[config.mk]
export PLATFORM = sky130hd
export DESIGN_NAME = dma_dev_port
export DESIGN_NICKNAME = d
export VERILOG_FILES = /design/src/rtl/dma_dev_port.sv
export SDC_FILE = /design/constraint.sdc
export NUM_CORES = 1
export LEC_CHECK = 0
export ABC_AREA = 1
export CAP_MARGIN = 20
export CORE_AREA = 2 2 175 134
export CTS_BUF_LIST = sky130_fd_sc_hd__clkbuf_2 sky130_fd_sc_hd__clkbuf_4 sky130_fd_sc_hd__clkbuf_8
export DETAILED_ROUTE_END_ITERATION = 6
export DIE_AREA = 0 0 177 136
export PLACE_DENSITY_LB_ADDON = 0.12
export SYNTH_ARGS = -nofsm -noshare
export SYNTH_HDL_FRONTEND = slang
export SYNTH_SLANG_ARGS = --single-unit
[constraint.sdc]
create_clock -name clk -period 4.4 [get_ports clk]
set_input_delay 1.32 -clock clk [delete_from_list [all_inputs] [get_ports clk]]
set_output_delay 1.32 -clock clk [all_outputs]
set_load 0.01 [all_outputs]
[src/rtl/dma_dev_port.sv]
// dma_dev_port: device-side DMA front end with a local FIFO. Optional watchdog via DMA_DEV_PORT_TIMEOUT_EN.
module dma_dev_port #(
   parameter int ADD_LEN   = 16,
   parameter int DATA_LEN  = 16,
   parameter int BUF_DEPTH = 3,
   parameter int TIMEOUT_W = 12
) (
   input  logic                clk,
   input  logic                reset,
   input  logic                cmd_valid,
   input  logic                cmd_rd_wr,
   input  logic [ADD_LEN:0]    cmd_addr,
   input  logic [ADD_LEN-1:0]  cmd_words,
   output logic                cmd_ready,
   input  logic                wr_valid,
   input  logic [DATA_LEN-1:0] wr_data,
   output logic                wr_ready,
   output logic                rd_valid,
   output logic [DATA_LEN-1:0] rd_data,
   input  logic                rd_ready,
   output logic                done,
   output logic                aborted,
   output logic [ADD_LEN-1:0]  num_words,
   output logic [ADD_LEN:0]    start_addr,
   output logic                rd_wr,
   output logic                rqst,
   output logic                dev_ack,
   output logic [DATA_LEN-1:0] dev_in,
   input  logic                dma_ack,
   input  logic [DATA_LEN-1:0] dev_out,
   input  logic                end_flag
);
   localparam int DEPTH = 1 << BUF_DEPTH;
   localparam logic [BUF_DEPTH:0] HIGH = (BUF_DEPTH+1)'(DEPTH - 1);
   typedef enum logic [2:0] {IDLE, REQ, XFER_WR, XFER_RD, WAIT_END, DONE} state_t;
   state_t st;
   logic [DATA_LEN-1:0] mem [DEPTH];
   logic [BUF_DEPTH:0] wp, rp, level;
   logic [ADD_LEN-1:0] cnt, cnt_nx;
   logic full, empty, push, pop, drop, ovf, xfer, last, ack_ok, start, timeout, finish;

   assign start   = st == IDLE && cmd_valid;
   assign level   = wp - rp;
   assign empty   = wp == rp;
   assign full    = wp[BUF_DEPTH] != rp[BUF_DEPTH] && wp[BUF_DEPTH-1:0] == rp[BUF_DEPTH-1:0];
   assign xfer    = st == XFER_WR || st == XFER_RD;
   assign last    = cnt == num_words;
   // a controller ack counts even while dev_ack is low, but never past num_words
   assign ack_ok  = xfer && !last && dma_ack;
   assign cnt_nx  = cnt + ADD_LEN'(ack_ok);
   assign wr_ready = st == XFER_WR && !full;
   assign rd_valid = rd_wr && !empty;
   assign pop     = (rd_valid && rd_ready) || (st == XFER_WR && ack_ok && !empty);
   assign push    = (st == XFER_WR && wr_valid && wr_ready) || (st == XFER_RD && ack_ok && (!full || pop));
   assign drop    = st == XFER_RD && ack_ok && full && !pop;
   // read direction keeps one free slot because a word may arrive a cycle after dev_ack drops
   assign dev_ack = !timeout && xfer && !last && (st == XFER_WR ? !empty : level < HIGH);
   assign dev_in  = empty ? '0 : mem[rp[BUF_DEPTH-1:0]];
   assign rd_data = dev_in;
   assign finish  = st != IDLE && st != DONE && (end_flag || timeout);

`ifdef DMA_DEV_PORT_TIMEOUT_EN
   logic [TIMEOUT_W-1:0] wd;
   assign timeout = (xfer || st == WAIT_END) && &wd;
   // watchdog restarts on every exchanged word and on each new request
   always_ff @(posedge clk or posedge reset)
      if (reset) wd <= '0;
      else if (start || dma_ack) wd <= '0;
      else if (xfer || st == WAIT_END) wd <= wd + 1'b1;
`else
   assign timeout = 1'b0;
`endif

   // FIFO storage, written on accepted pushes only
   always_ff @(posedge clk)
      if (push) mem[wp[BUF_DEPTH-1:0]] <= st == XFER_RD ? dev_out : wr_data;

   // FIFO pointers; cleared when a new command is accepted
   always_ff @(posedge clk or posedge reset)
      if (reset) begin
         wp <= '0;
         rp <= '0;
      end else if (start) begin
         wp <= '0;
         rp <= '0;
      end else begin
         if (push) wp <= wp + 1'b1;
         if (pop) rp <= rp + 1'b1;
      end

   // control FSM with registered handshake and status outputs
   always_ff @(posedge clk or posedge reset)
      if (reset) begin
         st <= IDLE;
         cmd_ready <= 1'b1;
         rqst <= 1'b0;
         done <= 1'b0;
         aborted <= 1'b0;
         num_words <= '0;
         start_addr <= '0;
         rd_wr <= 1'b0;
         cnt <= '0;
         ovf <= 1'b0;
      end else begin
         rqst <= 1'b0;
         done <= 1'b0;
         aborted <= 1'b0;
         cnt <= start ? '0 : cnt_nx;
         ovf <= start ? 1'b0 : ovf | drop;
         if (start) begin
            st <= REQ;
            cmd_ready <= 1'b0;
            rqst <= 1'b1;
            num_words <= cmd_words;
            start_addr <= cmd_addr;
            rd_wr <= cmd_rd_wr;
         end else if (finish) begin
            st <= DONE;
            done <= 1'b1;
            aborted <= timeout || ovf || drop || cnt_nx != num_words || num_words == '0;
         end else if (st == REQ) st <= rd_wr ? XFER_RD : XFER_WR;
         else if (xfer && last) st <= WAIT_END;
         else if (st == DONE) begin
            st <= IDLE;
            cmd_ready <= 1'b1;
         end
      end
endmodule
* Yosys cells after proc, flatten, opt, wreduce, memory -nomap -nowiden
Memories as Yosys holds them, arrays and structs flattened.
Cells that the tools add are included.
** Storage, ports and cells
- Flip-flop bits (word level) :: 66
- Bits in latches :: 0
- Bits in writable memories :: 128
- Memory bits (read-only) :: 0
- Input port bits :: 73
- Output and inout port bits :: 73
- Logic and storage cells :: 97
- Memories kept :: 1
** Operators by class
- $add $sub $neg :: 4
- Multiply operators :: 0
- Div/mod/pow operators :: 0
- $lt $le $gt $ge :: 1
- Equal/unequal tests :: 13
- Shift operators :: 0
- Muxes and demuxes :: 27
- Bitwise operators :: 1
- Reductions and logical operators :: 38
** Memories
- mem :: depth 8, bits a word 16, read ports 1, clocked after memory_dff 0, wr ports 1, line 37 : logic [DATA_LEN-1:0] mem [DEPTH];
** Operators by type and width (number)
- $mux W16 :: 3
- $logic_and A1 B1 Y1 :: 19
- $add A16 B1 Y16 :: 1
- $eq A16 B16 Y1 :: 1
- $logic_not A16 Y1 :: 1
- $mux W4 :: 4
- $ne A16 B16 Y1 :: 1
- $mux W1 :: 15
- $mux W3 :: 5
- $add A4 B1 Y4 const B :: 2
- $logic_or A1 B1 Y1 :: 7
- $eq A3 B2 Y1 const B :: 2
- $ne A2 B2 Y1 const B :: 3
- $reduce_bool A2 Y1 :: 3
- $reduce_bool A5 Y1 :: 1
- $eq A4 B4 Y1 :: 1
- $logic_not A1 Y1 :: 4
- $lt A4 B3 Y1 const B :: 1
- $reduce_and A4 Y1 :: 1
- $sub A4 B4 Y4 :: 1
- $eq A3 B1 Y1 const B :: 1
- $eq A3 B3 Y1 :: 1
- $eq A3 B3 Y1 const B :: 1
- $logic_not A3 Y1 :: 1
- other kinds (4) :: 4

* Logic depth before layout (Yosys ltp)
Gate-level depths: netlist (run 1).
- Depth after elaboration :: 14
- Mapped depth :: 23
- Depth with buffers taken out :: 23

* Least setup slack after synthesis (run 1)
OpenSTA, ideal clock, no wires.
- Path kind :: reg2out
- Start point :: register rp[1]
- End point :: output port rd_data[10]
- Data arrival time :: 2.181 ns
- Required time :: 3.080 ns
- Setup slack :: 0.899 ns
- Stages on the path, launching flop included :: 11
- Buffers on the path :: 3
- Cell sequence :: dfrtp_1 > inv_1 > buf_1 > ha_1 > inv_1 > nor3_1 > nand2_2 > clkbuf_1 > o21ai_0 > a31oi_1 > buf_4
** On the way
- Word-level cells in the longest chain between the ends :: 2
- Elaborated cells between the ends (all ways) :: 3
- Classes of those cells :: eq/ne (1); mux (1); memory (1)
** RTL lines
- start, declared :: line 38 : logic [BUF_DEPTH:0] wp, rp, level;
- start signal, assigned :: line 88 : if (pop) rp <= rp + 1'b1;
- $mem_v2 Z8 W16 or $eq A4 B4 Y1 (tied branches)
- $mux W16 (*) :: line 58 : assign dev_in = empty ? '0 : mem[rp[BUF_DEPTH-1:0]];
- end, declared :: line 19 : output logic [DATA_LEN-1:0] rd_data,
Mark *: on every way between the ends. The rest lies on a longest branch, timed or not.

* Worst setup path in the final report (run 1)
- Start point :: register wp[0]
- End point :: output port dev_ack
** On the way
- Word-level cells in the longest chain between the ends :: 4
- Elaborated cells between the ends (all ways) :: 6
- Classes of those cells :: add/sub (1); order compare (1); eq/ne (1); mux (1); reduce/logical (2)
** RTL lines
- start, declared :: line 38
- start signal, assigned :: line 87 : if (push) wp <= wp + 1'b1;
- $sub A4 B4 Y4 or $eq A4 B4 Y1 (tied branches) :: line 43, 44
- $lt A4 B3 Y1 or $logic_not A1 Y1 (tied branches) :: line 57 : assign dev_ack = !timeout && xfer && !last && (st == XFER_WR ? !empty : level < HIGH);
- $mux W1 (*) :: line 57
- $logic_and A1 B1 Y1 (*) :: line 57
- end, declared :: line 27 : output logic dev_ack,
Marks and branches as above.

==> impl_metrics.csv, run 1 <==
group,metric,value,unit
clocking,cts.sinks,194,
logic_synthesis,synth_edf_count,128,
clocking,cts_tree,"built",
setup_path,crit_family,"buffers and inverters",
die,fp.dieArea,0.0241,sq mm
die,pin_count,146,
setup_path,cp_common_cell,"a21oi_1",
logic_synthesis,synth_top_cells_by_area,"edfxtp_1, dfrtp_1, nand2_1",
logic_synthesis,synth.cell_area,0.00902,sq mm
global_route,overflow,0,
layout,fill_cells,2131,
die,core-area,0.0225,sq mm
run,cap_violations,0,
detailed_routing,drc,0,
clocking,cts_buffers,17,
setup_path,path_cells,"inv_1 > ha_1 > fa_1 > a21oi_1 > o211ai_1 > a21oi_1 > a211oi_1 > clkdlybuf4s50_1",
placement,gp_congestion,0.829,
detailed_routing,wl_per_cell,15.7,um
logic_synthesis,yosysUniqueCellTypes,43,
outcome,outcome,"complete, no violations",
setup_path,crit_fanout,7,
clocking,clockRootBuffer,"clkbuf_8",
logic_synthesis,synth_top_area_share,42.6,%
timing,grt_setup_unrepaired,"no",
min_path,hp-class,"reg -> reg",
detailed_routing,wl,22000,um
die,rows,48,
detailed_routing,drt_first_pass_iters,4,
placement,io_buffer_count,145,
global_route,grt_max_degree,67,
clocking,clkTransAtPathRegs,0.10,ns
timing,max_freq,0.237,GHz
detailed_routing,routed_via_density,4.83,
placement,dpl-instance-area,0.0108,sq mm
global_route,grt_usage,18.8,%
logic_synthesis,avgSynthCellArea,9.45,sq um
logic_synthesis,syn-num-nets,1036,
power_and_ir_drop,p_leak,4.52,nW
timing,worst_slew_pin_slew,0.839,ns
setup_path,critPathArrivalTime,2.90,ns
die,start_util,40.1,%
logic_synthesis,async_reset_ff_share,34.0,%
layout,syn_to_final_growth,24.2,%
timing,setup_viol,0,
timing,layout_min_cycle_time,4.22,ns
power_and_ir_drop,switchingPower,2.87,mW
power_and_ir_drop,powerDensity,635,mW/mm^2
die,fp.dieH,136,um
placement,dp.final_hpwl,14300,um
power_and_ir_drop,ir_drop,360,uV
logic_synthesis,synthFlopType,"edfxtp_1",
power_and_ir_drop,clockPowerShare,16.6,%
setup_path,crit_path_end_kind,"output pin",
clocking,cts_max_level,4,
layout,fin_area,0.0112,sq mm
setup_path,critPathMaxStageDelay,0.60,ns
layout,final_util,49.8,%
setup_path,cp_num_buf_inv,2,
clocking,cts-hold-fix-buffers,0,
detailed_routing,ant_nets,0,
power_and_ir_drop,swShare,40.3,%
power_and_ir_drop,comb_power_share,49.1,%
power_and_ir_drop,power.internal,4.25,mW
logic_synthesis,seq_area_frac_synth,60.9,%
logic_synthesis,synth-seq-cells,194,
setup_path,cpMaxStageDelayCell,"clkdlybuf4s50_1",
timing,period_share,96.0,%
logic_synthesis,post-synth-top-count-cell,"nand2_1",
layout,layout-drive-gt1-share,9.07,%
setup_path,critical_path_class,"reg -> out",
timing,relSlewSlack,43.7,%
global_route,grt_pass1_vias,6301,
timing,setup_tns,0,ns
global_route,grt_pass1_wl,34600,um
setup_path,start_kind,"register",
clocking,clk_path_buf_depth,2,
logic_synthesis,yosysWarnings,0,
power_and_ir_drop,total_power,7.12,mW
global_route,antenna_found_initial,1,
logic_synthesis,synthCells,955,
layout,nets,1170,
clocking,insertion_delay,0.47,ns
timing,final-hold-violation-count,0,
power_and_ir_drop,seqPwrFrac,34.3,%
timing,final_max_slew_viol_count,0,
detailed_routing,drt_iter0_drc,401,
timing,finClkSkew,0.0184,ns
logic_synthesis,synth_largest_area_cell,"edfxtp_1",
die,die_w,177,um
layout,antenna_cells,0,
logic_synthesis,synth_top_cells_by_count,"nand2_1, nor2_1, edfxtp_1, o21ai_0, dfrtp_1",
setup_path,worst_ep_required_time,3.08,ns
detailed_routing,vias,6765,
-- metal layers --
metal  track usage (%)  vias to the layer above  routed length, um
met5                 0                        -                 13
met4              3.49                        2                174
met3              4.64                       12               1130
met2              27.3                      150               9400
met1              28.4                     3152              11300
li1                  -                     3449                  -
-- worst reg2reg max path, cell delays in order (launching register included) --
cell	delay, ns
dfrtp_1	0.48
inv_1	0.14
ha_1	0.30
inv_1	0.10
nor3_1	0.09
nand2_4	0.19
inv_2	0.09
nor2_2	0.12
nand2_1	0.14
nand3_2	0.13
nand2_4	0.09
nand2_4	0.11
nand2_2	0.08
nor2_1	0.49
buf_4	0.30
-- registers in the layout, summed over array words and instances, names as in the netlist, 3 cells and up --
| register | count |
|---|---|
| start_addr | 17 |
| mem | 128 |
| wp | 4 |
| st | 3 |
| cnt | 16 |
| rp | 4 |
| num_words | 16 |
-- layout by cell type (no fill, tap or decap), drive strengths merged, types with 16 or more instances in the layout --
cell,instances
nand2,244
o22ai,17
a31oi,16
inv,80
a21oi,16
clkdlybuf4s50,145
edfxtp,128
buf,21
nor2,159
clkbuf,17
dfrtp,65
nand3,32
o21ai,110
-- power groups by stage --
stage | logic, mW | registers (mW) | clock network, mW
detailed placement | 3.52 | 2.48 | 0
finish | 3.50 | 2.44 | 1.18
global placement | 3.49 | 2.48 | 0
floorplan | 2.00 | 2.53 | 0
CTS | 3.54 | 2.44 | 1.21
global route | 3.89 | 2.48 | 1.28
-- repair_timing --
item                                    4_1_cts  5_1_grt
endpoints found under the setup margin        0       18
gates resized for setup                       0        3
hold endpoints to repair                      0        0
buffers inserted                              0        0
-- final timing paths --
kind	from	end	slack, ns	depth (start not counted)
setup reg to reg	wp[0]	mem[1][0]	1.26	14
hold reg to reg	start_addr[1]	start_addr[1]	0.48	2
setup / recovery	wp[0]	dev_ack	0.18	8
hold / removal	start_addr[1]	start_addr[1]	0.48	2
min in group asynchronous	reset	start_addr[10]	1.28	2
max in group asynchronous	reset	wp[2]	2.44	3
-- layout make-up --
class,count,area (sq um),share of cell area [%]
tap,300,375,3.35
multi-input combinational,636,3020,26.9
clock buffer,17,234,2.09
clock inverter,15,179,1.60
sequential,194,5500,49.1
timing repair buffer,166,1630,14.5
inverter,74,278,2.48
-- kinds of logic after synthesis --
logic type | after synthesis | share of synthesized area, %
buf+inv | 125 | 5.86
compound gates | 168 | 10.0
simple gates | 453 | 21.2
fa+ha+maj | 8 | 1.19
xor+xnor | 7 | 0.763
flops | 194 | 60.9
-- through the flow --
stage	cells	worst slack, ns	hold WS [ns]
after CTS	1402	0.0615	0.484
final	1402	0.176	0.481
after global placement	1370	0.655	0.453
after floorplan	955	0.899	0.509
after global routing	1402	0.0370	0.506
after detailed placement	1370	0.594	0.457
No activity file was read; power rests on OpenSTA's default activity.
==> inputs of run 2 (changes only) <==
CAP_MARGIN = 10   (was 20)
CTS_CLUSTER_SIZE = 40   (was unset)
==> results of run 2 <==
Final layout, timing and power as in run 1 (identical DEF).
